File: src/rtl/task_pkg.sv
// Shared types and constants for the task node controller.
// Op word layout: [15:12] reserved, [11:8] address, [7:4] opcode, [3:0] argument.
package task_pkg;

  typedef enum logic [1:0] {
    ST_READY = 2'b00,
    ST_SUSP  = 2'b01,
    ST_WAIT  = 2'b10,
    ST_TERM  = 2'b11
  } state_e;

  localparam logic [3:0] OPC_READY    = 4'h1;
  localparam logic [3:0] OPC_SUSPEND  = 4'h2;
  localparam logic [3:0] OPC_WAIT     = 4'h3;
  localparam logic [3:0] OPC_KILL     = 4'h4;
  localparam logic [3:0] OPC_SET_PRIO = 4'h5;
  localparam logic [3:0] OPC_ADD_HIT  = 4'h6;
  localparam logic [3:0] OPC_EXEC     = 4'h7;
  localparam logic [3:0] OPC_KILL_ALL = 4'hC;

  localparam int OP_RSVD_LSB = 12;
  localparam int OP_ADDR_LSB = 8;
  localparam int OP_OPC_LSB  = 4;
  localparam int OP_ARG_LSB  = 0;

  typedef struct packed {
    logic [3:0] rsvd;
    logic [3:0] addr;
    logic [3:0] opcode;
    logic [3:0] arg;
  } op_t;

  function automatic op_t op_unpack(input logic [15:0] word);
    op_t o;
    o.rsvd   = word[OP_RSVD_LSB +: 4];
    o.addr   = word[OP_ADDR_LSB +: 4];
    o.opcode = word[OP_OPC_LSB  +: 4];
    o.arg    = word[OP_ARG_LSB  +: 4];
    return o;
  endfunction

endpackage

File: src/rtl/task_node_fsm.sv
// Per-node task state machine: state, priority and optional aging counter.
// Optional feature macro: TASK_AGING_EN (adds the priority-aging counter).
//
// state    | meaning
// ---------+---------------------------------------------------------
// ST_READY | node may execute; out_mcu shows {priority, TASK_ID}
// ST_SUSP  | node suspended; out_mcu reads 0
// ST_WAIT  | node waiting; out_mcu reads 0
// ST_TERM  | terminated; absorbing until reset, all ops ignored
module task_node_fsm
  import task_pkg::*;
#(
  parameter logic [3:0] TASK_ID    = 4'h2,
  parameter int         PRIO_W     = 4,
  parameter int         AGE_PERIOD = 10000
) (
  input  logic              CLK,
  input  logic              RST_N,
  input  logic [15:0]       i_op,
  input  logic              i_valid,
  input  logic              i_kill_all,
  input  logic              i_grant,
  output logic [PRIO_W-1:0] o_prio,
  output state_e            o_state_nxt,
  output logic [PRIO_W-1:0] o_prio_nxt,
  output logic              o_exec_req,
  output logic              o_kill_req,
  output logic [3:0]        o_add_arg
);

  localparam logic [PRIO_W-1:0] PRIO_MAX = '1;

  op_t               w_op;
  state_e            r_state;
  state_e            w_state_nxt;
  logic [PRIO_W-1:0] r_prio;
  logic [PRIO_W-1:0] w_prio_nxt;
  logic              w_live;
  logic              w_age_tick;
  logic              w_unused;

  assign w_op       = op_unpack(i_op);
  // A terminated node's ops decode to nothing
  assign w_live     = i_valid && (w_op.addr == TASK_ID) && (r_state != ST_TERM);
  assign o_exec_req = w_live && (w_op.opcode == OPC_EXEC) && (r_state == ST_READY);
  assign o_kill_req = w_live && (w_op.opcode == OPC_KILL_ALL);
  assign o_add_arg  = (w_live && (w_op.opcode == OPC_ADD_HIT)) ? w_op.arg : 4'h0;

  assign o_prio      = r_prio;
  assign o_state_nxt = w_state_nxt;
  assign o_prio_nxt  = w_prio_nxt;

`ifdef TASK_AGING_EN
  localparam int               CNT_W    = (AGE_PERIOD > 1) ? $clog2(AGE_PERIOD) : 1;
  localparam logic [CNT_W-1:0] CNT_WRAP = CNT_W'(AGE_PERIOD - 1);

  logic [CNT_W-1:0] r_cnt;
  logic [CNT_W-1:0] w_cnt_nxt;

  // Aging counter advances only while Ready; a grant restarts the period
  always_comb begin
    w_cnt_nxt  = r_cnt;
    w_age_tick = 1'b0;
    if (r_state == ST_READY) begin
      if (r_cnt == CNT_WRAP) begin
        w_cnt_nxt  = '0;
        w_age_tick = 1'b1;
      end else begin
        w_cnt_nxt = r_cnt + 1'b1;
      end
    end
    if (i_grant) w_cnt_nxt = '0;
  end

  // Aging counter register
  always_ff @(posedge CLK or negedge RST_N) begin
    if (!RST_N) r_cnt <= '0;
    else        r_cnt <= w_cnt_nxt;
  end

  assign w_unused = ^w_op.rsvd;
`else
  assign w_age_tick = 1'b0;
  assign w_unused   = ^{w_op.rsvd, i_grant, AGE_PERIOD[0]};
`endif

  // Next state / priority; kill-all wins, op 5 overrides an aging step
  always_comb begin
    w_state_nxt = r_state;
    w_prio_nxt  = r_prio;
    if (w_age_tick && (r_prio != PRIO_MAX)) w_prio_nxt = r_prio + 1'b1;
    if (i_kill_all) begin
      w_state_nxt = ST_TERM;
    end else if (w_live) begin
      case (w_op.opcode)
        OPC_READY:    w_state_nxt = ST_READY;
        OPC_SUSPEND:  w_state_nxt = ST_SUSP;
        OPC_WAIT:     w_state_nxt = ST_WAIT;
        OPC_KILL:     w_state_nxt = ST_TERM;
        OPC_SET_PRIO: w_prio_nxt  = PRIO_W'(w_op.arg);
        default:      ;
      endcase
    end
  end

  // State and priority registers
  always_ff @(posedge CLK or negedge RST_N) begin
    if (!RST_N) begin
      r_state <= ST_READY;
      r_prio  <= '0;
    end else begin
      r_state <= w_state_nxt;
      r_prio  <= w_prio_nxt;
    end
  end

endmodule

File: src/rtl/task_node_ctrl.sv
// Task controller shared by N_NODES MCU nodes: execute arbiter, shared
// hit budget and registered per-node scheduler outputs.
// Optional feature macro: TASK_AGING_EN (per-node priority aging, in task_node_fsm).
module task_node_ctrl
  import task_pkg::*;
#(
  parameter int         N_NODES    = 2,
  parameter logic [3:0] TASK_ID    = 4'h2,
  parameter int         PRIO_W     = 4,
  parameter int         HIT_W      = 8,
  parameter int         HIT_INIT   = 128,
  parameter int         AGE_PERIOD = 10000
) (
  input  logic                           CLK,
  input  logic                           RST_N,
  input  logic [16*N_NODES-1:0]          in_op,
  input  logic [N_NODES-1:0]             in_op_valid,
  output logic [(PRIO_W+4)*N_NODES-1:0]  out_mcu,
  output logic [N_NODES-1:0]             exe_grant,
  output logic [HIT_W-1:0]               hit_left
);

  localparam int               OUT_W   = PRIO_W + 4;
  localparam int               SUM_W   = HIT_W + 8;
  localparam logic [HIT_W-1:0] HIT_MAX = '1;

  logic [PRIO_W-1:0]          w_prio     [N_NODES];
  logic [PRIO_W-1:0]          w_prio_nxt [N_NODES];
  state_e                     w_state_nxt[N_NODES];
  logic [3:0]                 w_add_arg  [N_NODES];
  logic [N_NODES-1:0]         w_exec_req;
  logic [N_NODES-1:0]         w_kill_req;
  logic [N_NODES-1:0]         w_grant;
  logic                       w_kill_all;
  logic                       w_found;
  logic [PRIO_W-1:0]          w_best;
  logic [SUM_W-1:0]           w_sum;
  logic [HIT_W-1:0]           w_hit_nxt;
  logic [OUT_W*N_NODES-1:0]   w_out_nxt;
  logic [OUT_W*N_NODES-1:0]   r_out;
  logic [N_NODES-1:0]         r_grant;
  logic [HIT_W-1:0]           r_hit;

  for (genvar g = 0; g < N_NODES; g++) begin : g_node
    task_node_fsm #(
      .TASK_ID   (TASK_ID),
      .PRIO_W    (PRIO_W),
      .AGE_PERIOD(AGE_PERIOD)
    ) u_node (
      .CLK        (CLK),
      .RST_N      (RST_N),
      .i_op       (in_op[16*g +: 16]),
      .i_valid    (in_op_valid[g]),
      .i_kill_all (w_kill_all),
      .i_grant    (w_grant[g]),
      .o_prio     (w_prio[g]),
      .o_state_nxt(w_state_nxt[g]),
      .o_prio_nxt (w_prio_nxt[g]),
      .o_exec_req (w_exec_req[g]),
      .o_kill_req (w_kill_req[g]),
      .o_add_arg  (w_add_arg[g])
    );
  end

  assign w_kill_all = |w_kill_req;

  // Single grant: highest priority wins, strict compare keeps the lowest index on ties
  always_comb begin
    w_grant = '0;
    w_found = 1'b0;
    w_best  = '0;
    for (int n = 0; n < N_NODES; n++) begin
      if (w_exec_req[n] && (!w_found || (w_prio[n] > w_best))) begin
        w_grant    = '0;
        w_grant[n] = 1'b1;
        w_found    = 1'b1;
        w_best     = w_prio[n];
      end
    end
    if (w_kill_all || (r_hit == '0)) w_grant = '0;
  end

  // Budget: add all op-6 args, take one per grant, clamp at the top
  always_comb begin
    w_sum = SUM_W'(r_hit);
    for (int n = 0; n < N_NODES; n++) w_sum = w_sum + SUM_W'(w_add_arg[n]);
    if (|w_grant) w_sum = w_sum - SUM_W'(1);
    w_hit_nxt = (w_sum > SUM_W'(HIT_MAX)) ? HIT_MAX : w_sum[HIT_W-1:0];
    if (w_kill_all) w_hit_nxt = r_hit;
  end

  // Scheduler word per node, taken from the state being entered this edge
  always_comb begin
    w_out_nxt = '0;
    for (int n = 0; n < N_NODES; n++) begin
      if (w_state_nxt[n] == ST_READY) w_out_nxt[n*OUT_W +: OUT_W] = {w_prio_nxt[n], TASK_ID};
    end
  end

  // Output registers
  always_ff @(posedge CLK or negedge RST_N) begin
    if (!RST_N) begin
      r_out   <= '0;
      r_grant <= '0;
      r_hit   <= HIT_W'(HIT_INIT);
    end else begin
      r_out   <= w_out_nxt;
      r_grant <= w_grant;
      r_hit   <= w_hit_nxt;
    end
  end

  assign out_mcu   = r_out;
  assign exe_grant = r_grant;
  assign hit_left  = r_hit;

endmodule
File: config.mk
export PLATFORM = sky130hd
export DESIGN_NAME = task_node_ctrl
export DESIGN_NICKNAME = d
export VERILOG_FILES = /design/src/rtl/task_pkg.sv /design/src/rtl/task_node_fsm.sv /design/src/rtl/task_node_ctrl.sv
export SDC_FILE = /design/constraint.sdc
export NUM_CORES = 1
export LEC_CHECK = 0
export CELL_PAD_IN_SITES_DETAIL_PLACEMENT = 1
export CELL_PAD_IN_SITES_GLOBAL_PLACEMENT = 2
export CORE_ASPECT_RATIO = 0.5
export CORE_MARGIN = 1.5
export CORE_UTILIZATION = 29
export CTS_CLUSTER_DIAMETER = 150
export CTS_CLUSTER_SIZE = 25
export DETAILED_ROUTE_END_ITERATION = 10
export PLACE_DENSITY = 0.85
export SYNTH_ARGS = -nofsm -noshare
export SYNTH_HDL_FRONTEND = slang
export SYNTH_SLANG_ARGS = --single-unit
export TNS_END_PERCENT = 10
File: constraint.sdc
create_clock -name CLK -period 4.58 [get_ports CLK]
set_clock_uncertainty 0.2 [all_clocks]
set_input_delay 0.916 -clock CLK [delete_from_list [all_inputs] [get_ports CLK]]
set_output_delay 0.916 -clock CLK [all_outputs]
set_load 0.05 [all_outputs]
==> results.json, run 1 <==
{
  "status": "complete, no violations",
  "ys_seq_area_share_pct": 33.5,
  "setup_viol": 0,
  "cp-start-kind": "input port",
  "grt_start_max_net_pins": 33,
  "routed_wl_mm": 7.91,
  "clock_latency_ns": 0.28,
  "coreArea_um2": 8000,
  "path_max_fanout": 5,
  "cts_buffer_depth": 2,
  "final_common_cell": "buf_4",
  "detail-route-antenna-nets": 0,
  "vias": 2368,
  "critPathKind": "input port to flip-flop",
  "gp_congestion": 0.824,
  "cts_tree": "built",
  "end_kind": "flip-flop",
  "portBuffers": 47,
  "critPathSlowestCell": "fa_1",
  "total_power_uw": 948,
  "maxCapViolations": 0,
  "synth_edf_count": 0,
  "initial_core_util_pct": 29.9,
  "maxSlewHeadroom_pct": 46.5,
  "netlist_instances": 262,
  "io_pins": 62,
  "dieArea_um2": 8840,
  "finalCritPeriodShare_pct": 98.1,
  "crit_chain": "clkbuf_2 > nor4_4 > nand3_4 > nor3_4 > nand2_2 > fa_1 > inv_2 > ha_4 > fa_2 > a21o_1 > a21o_1 > nor4_2 > o31a_1 > nand4_1 > o21ai_4 > nand3_2 > o22a_1",
  "grt_pass1_wl_mm": 12.5,
  "max_stage_delay_ns": 0.53,
  "die_h_um": 67.2,
  "grt_pass1_vias": 2524,
  "fin_nets": 416,
  "htreeDepth": 2,
  "yosys_warnings": 0,
  "slew_viol_final": 0,
  "hpwlAfterDp_mm": 5.86,
  "fin_ws_ns": 0.0887,
  "ir_worst_vdd_v": 0.000126,
  "timing.final.hold_violations": 0,
  "n_antenna_cell": 0,
  "crit_top_cell": "a21o_1",
  "antenna_found_initial": 0,
  "cts-root-buf": "clkbuf_16",
  "drt_pass1_iterations": 4,
  "p_leak_uw": 0.00165,
  "grt_use_total_pct": 17.8,
  "cp.required_ns": 4.54,
  "synth_area_per_cell_um2": 9.14,
  "ys_ff_latch": 32,
  "hold_class": "flip-flop to flip-flop",
  "min_period_ns": 4.49,
  "area_growth_pct": 52.4,
  "drive_gt1_share_pct": 31.9,
  "numCtsBuffers": 5,
  "wl_per_cell_um": 16.5,
  "netlist_area_um2": 2390,
  "grt_setup_unrepaired": "true",
  "grt_overflow": 0,
  "pwr_density_cell_nw_per_um2": 260,
  "clk_pin_slew_ns": 0.05,
  "cp.arrival_ns": 4.45,
  "drc": 0,
  "cts_sinks": 32,
  "nFillCells": 930,
  "num_rows": 23,
  "fmax_mhz": 223,
  "final_cell_mix": "buf_4 (59), clkdlybuf4s50_1 (34), dfrtp_1 (31)",
  "pre_cts_slack_ns": -0.846,
  "vias_per_cell": 4.94,
  "tightest_slew_ns": 0.803,
  "async_flop_share_pct": 100,
  "drtIter0Drc": 93,
  "synthFlopType": "dfrtp_1",
  "synth.distinct_cells": 61,
  "dieWidth_um": 131
}
final timing paths:
check | start | end | slack [ns] | cells past startpoint
worst min register to register | g_node[0].u_node.o_prio[0]$_DFF_PN0_ | g_node[0].u_node.o_prio[0]$_DFF_PN0_ | 0.33 | 1
worst max register to register | g_node[1].u_node.r_state[0]$_DFF_PN0_ | hit_left[5]$_DFFE_PN0N_ | 0.39 | 18
worst min-delay path | g_node[0].u_node.o_prio[0]$_DFF_PN0_ | g_node[0].u_node.o_prio[0]$_DFF_PN0_ | 0.33 | 1
max in group asynchronous | RST_N | hit_left[7]$_DFFE_PN1N_ | 2.98 | 2
min in group asynchronous | RST_N | out_mcu[14]$_DFF_PN0_ | 0.86 | 2
worst max-delay path | in_op[8] | hit_left[5]$_DFFE_PN0N_ | 0.09 | 17
state kept, by name, indices dropped and copies added, names as in the netlist:
name                   flops
exe_grant                  2
g_node.u_node.o_prio       8
g_node.u_node.r_state      4
hit_left                   8
out_mcu                   10
worst max-delay path: cells and delay by family:
kind                       cells  cell delay [ns]
and+or+nand+nor                7             1.30
adders and majority gates      3             1.06
AOI/OAI and AO/OA              5             1.01
buffers and inverters          2             0.16
through the flow:
stage | instances | TNS, ns | util (%) | hold slack [ns] | instance area (um^2)
4_1_cts | 473 | -0.0220 | 44.3 | 0.326 | 3540
3_3_place_gp | 459 | -4.84 | 41.3 | 0.302 | 3310
6_report | 479 | 0 | 45.6 | 0.330 | 3650
5_1_grt | 479 | -0.341 | 45.6 | 0.335 | 3650
2_1_floorplan | 267 | 0 | - | 0.281 | 2440
3_5_place_dp | 459 | -6.18 | 41.3 | 0.304 | 3310
routing by layer:
metal	track usage, %	wire length [um]	up-vias
met5	0	0	-
met4	4.44	82	0
met3	2.25	135	9
met2	35.4	4240	32
met1	20.9	3450	1188
li1	-	-	1139
report_power, final:
group	switching [uW]	internal, uW
Sequential	20.0	299
Combinational	167	142
Clock	120	201
kinds of logic (layout without fill, tap and decap cells):
logic type	Yosys count	in the layout	share of synthesized area [%]
AND/OR/NAND/NOR	116	116	28.6
AO/OA/AOI/OAI	50	50	14.3
flip-flops	32	32	33.5
buffers and inverters	29	129	6.22
adder cells (fa/ha/maj)	14	14	8.89
XOR/XNOR	10	10	3.66
multiplexers	10	10	4.60
other	1	6	0.157
Yosys cell counts, types with 8 or more instances:
library cell | instances | area, um^2
nor3_1 | 8 | 40.0
dfrtp_1 | 31 | 776
buf_4 | 8 | 60.1
ha_1 | 9 | 113
mux2_2 | 8 | 90.1
nand4_1 | 9 | 56.3
nor2_1 | 18 | 67.6
inv_1 | 14 | 52.6
and2_1 | 12 | 75.1
nand3_1 | 8 | 40.0
nand2_1 | 20 | 75.1
o21ai_0 | 11 | 55.1
a21oi_1 | 13 | 65.1
layout make-up:
type,instances,area [um^2],share of cell area (%)
Clock buffer,7,133,3.64
Clock inverter,1,5.00,0.137
Inverter,14,52.6,1.44
Multi-Input combinational cell,206,1600,43.8
Sequential cell,32,802,22.0
Tap cell,112,140,3.84
Timing Repair Buffer,107,917,25.1
timing repair:
item,4_1_cts,5_1_grt
resized for setup,42,21
hold buffers,0,0
setup buffers,6,6
setup endpoints to repair,8,8
pin swaps,21,21
Power figures use the tool's default switching activity.
==> inputs of run 2 (changes only) <==
Settings changed: SLEW_MARGIN from default to 0.
==> results of run 2 <==
Final layout, timing and power as in run 1 (identical DEF).
==> inputs of run 3 (changes only) <==
==> constraint.sdc (replaced) <==
create_clock -name CLK -period 4.58 [get_ports CLK]
set_clock_uncertainty 0.2 [all_clocks]
set_input_delay 0.687 -clock CLK [delete_from_list [all_inputs] [get_ports CLK]]
set_output_delay 0.687 -clock CLK [all_outputs]
set_load 0.05 [all_outputs]
==> results.json, run 3 (synthesis results as in run 1) <==
{
  "crit_chain": "clkdlybuf4s50_1 > and2_4 > nand3_2 > nor3_4 > nand2_1 > fa_1 > inv_2 > ha_4 > fa_2 > a21o_1 > a21o_1 > buf_4 > buf_4 > nor3_2 > a221o_1 > o21ai_0 > nor4_1 > a21o_1",
  "p_int_uw": 652,
  "min_period_ns": 4.43,
  "antenna_found_initial": 0,
  "critPathKind": "input port to flip-flop",
  "hpwlAfterDp_mm": 6.14,
  "hold_buffers": 0,
  "final_util_pct": 45.6,
  "status": "complete, no violations",
  "vias_per_cell": 4.95,
  "cp-start-kind": "input port",
  "crit_top_cell": "a21o_1",
  "final_cell_mix": "buf_4 (59), clkdlybuf4s50_1 (37), dfrtp_1 (31)",
  "numCtsBuffers": 5,
  "detail-route-antenna-nets": 0,
  "final_common_cell": "buf_4",
  "grt_start_max_net_pins": 21,
  "grt_use_total_pct": 18.3,
  "path_max_fanout": 5,
  "area_growth_pct": 52.4,
  "grt_pass1_wl_mm": 12.8,
  "max_stage_delay_ns": 0.51,
  "drtIter0Drc": 126,
  "cp.arrival_ns": 4.45,
  "power.switching_uw": 314,
  "dieArea_um2": 8840,
  "clock_latency_ns": 0.28,
  "slew_viol_final": 0,
  "end_kind": "flip-flop",
  "drc": 0,
  "cts_buffer_depth": 2,
  "initial_core_util_pct": 29.9,
  "cts-root-buf": "clkbuf_16",
  "tightest_slew_ns": 0.550,
  "timing.final.hold_violations": 0,
  "htreeDepth": 2,
  "cp_num_buf_inv": 4,
  "hold_class": "flip-flop to flip-flop",
  "maxCapViolations": 0,
  "grt_pass1_vias": 2573,
  "drt_pass1_iterations": 4,
  "p_leak_uw": 0.00169,
  "num_rows": 23,
  "wl_per_cell_um": 16.7,
  "total_power_uw": 966,
  "cp.required_ns": 4.60,
  "finalCritPeriodShare_pct": 96.7,
  "vias": 2377,
  "n_antenna_cell": 0,
  "io_pins": 62,
  "seq_power_share_pct": 33.0,
  "switching_share_pct": 32.6,
  "cts_sinks": 32,
  "gp_congestion": 0.783,
  "largest_reg_flops": 10,
  "die_h_um": 67.2,
  "cts_tree": "built",
  "setup_viol": 0,
  "routed_wl_mm": 8.01,
  "path_delay_family": "adder cells",
  "grt_overflow": 0,
  "fin_nets": 417,
  "clockPowerShare_pct": 35.4,
  "critPathSlowestCell": "fa_1",
  "coreArea_um2": 8000,
  "ir_worst_vdd_v": 0.000144,
  "pwr_density_cell_nw_per_um2": 265,
  "drive_gt1_share_pct": 30.7,
  "fmax_mhz": 226,
  "portBuffers": 47,
  "maxSlewHeadroom_pct": 63.2,
  "clk_pin_slew_ns": 0.05,
  "power_frac_comb_pct": 31.6,
  "dieWidth_um": 131
}
run 3: final timing paths:
check	to	slack, ns	startpoint	cells after the start
max	hit_left[7]$_DFFE_PN1N_	0.15	in_op_valid[0]	18
min	g_node[0].u_node.o_prio[0]$_DFF_PN0_	0.32	g_node[0].u_node.o_prio[0]$_DFF_PN0_	1
max in group asynchronous	hit_left[7]$_DFFE_PN1N_	2.87	RST_N	2
min reg2reg	g_node[0].u_node.o_prio[0]$_DFF_PN0_	0.32	g_node[0].u_node.o_prio[0]$_DFF_PN0_	1
max reg2reg	hit_left[7]$_DFFE_PN1N_	0.27	g_node[1].u_node.r_state[0]$_DFF_PN0_	20
min in group asynchronous	g_node[1].u_node.o_prio[0]$_DFF_PN0_	0.57	RST_N	1
run 3: per-stage QoR:
stage	worst slack, ns	TNS [ns]	area (um^2)	hold slack, ns	std cells
final	0.152	0	3650	0.321	480
after global routing	-0.0207	-0.0207	3650	0.351	480
after CTS	0.0343	0	3580	0.325	476
after detailed placement	-0.685	-4.96	3290	0.314	459
after global placement	-0.593	-4.20	3290	0.304	459
after floorplan	0.103	0	2410	0.191	267
run 3: what timing repair did:
item                                    4_1_cts  5_1_grt
setup buffers                                 9        4
pin swaps                                    20       21
resized for setup                            24       23
endpoints found under the setup margin        8        8
run 3: worst reg2reg max path: stages (launching register included):
cell and delay (ns):
dfrtp_1 0.41, nand2_1 0.12, nand4_1 0.16, nor2_2 0.16, nand2_2 0.10, nor3b_4 0.25
buf_6 0.15, nand2_4 0.05, fa_1 0.52, inv_2 0.05, ha_4 0.16, fa_2 0.41
a21o_1 0.21, a21o_1 0.20, buf_4 0.14, buf_4 0.14, nor3_2 0.13, a221o_1 0.17
o21ai_0 0.09, nor4_1 0.31, a21o_1 0.13
run 3: final cells by class:
| cell class | count | area (um^2) |
|---|---|---|
| Fill cell | 950 | 4350 |
| Tap cell | 112 | 140 |
| Sequential cell | 32 | 802 |
| Multi-Input combinational cell | 206 | 1580 |
| Inverter | 14 | 52.6 |
| Timing Repair Buffer | 108 | 927 |
| Clock inverter | 1 | 7.51 |
| Clock buffer | 7 | 143 |
run 3: power groups by stage:
stage | logic [uW] | clock network (uW) | registers, uW
after floorplan | 117 | 0 | 359
after global placement | 272 | 0 | 323
after detailed placement | 283 | 0 | 324
after CTS | 301 | 347 | 320
after global routing | 324 | 353 | 322
final | 305 | 342 | 319
run 3: routing by layer:
layer / GRT usage, % / wire (um) / vias up
li1: - / - / 1146
met1: 20.9 / 3520 / 1192
met2: 37.1 / 4260 / 30
met3: 2.25 / 119 / 9
met4: 5.28 / 113 / 0
met5: 0 / 0 / -
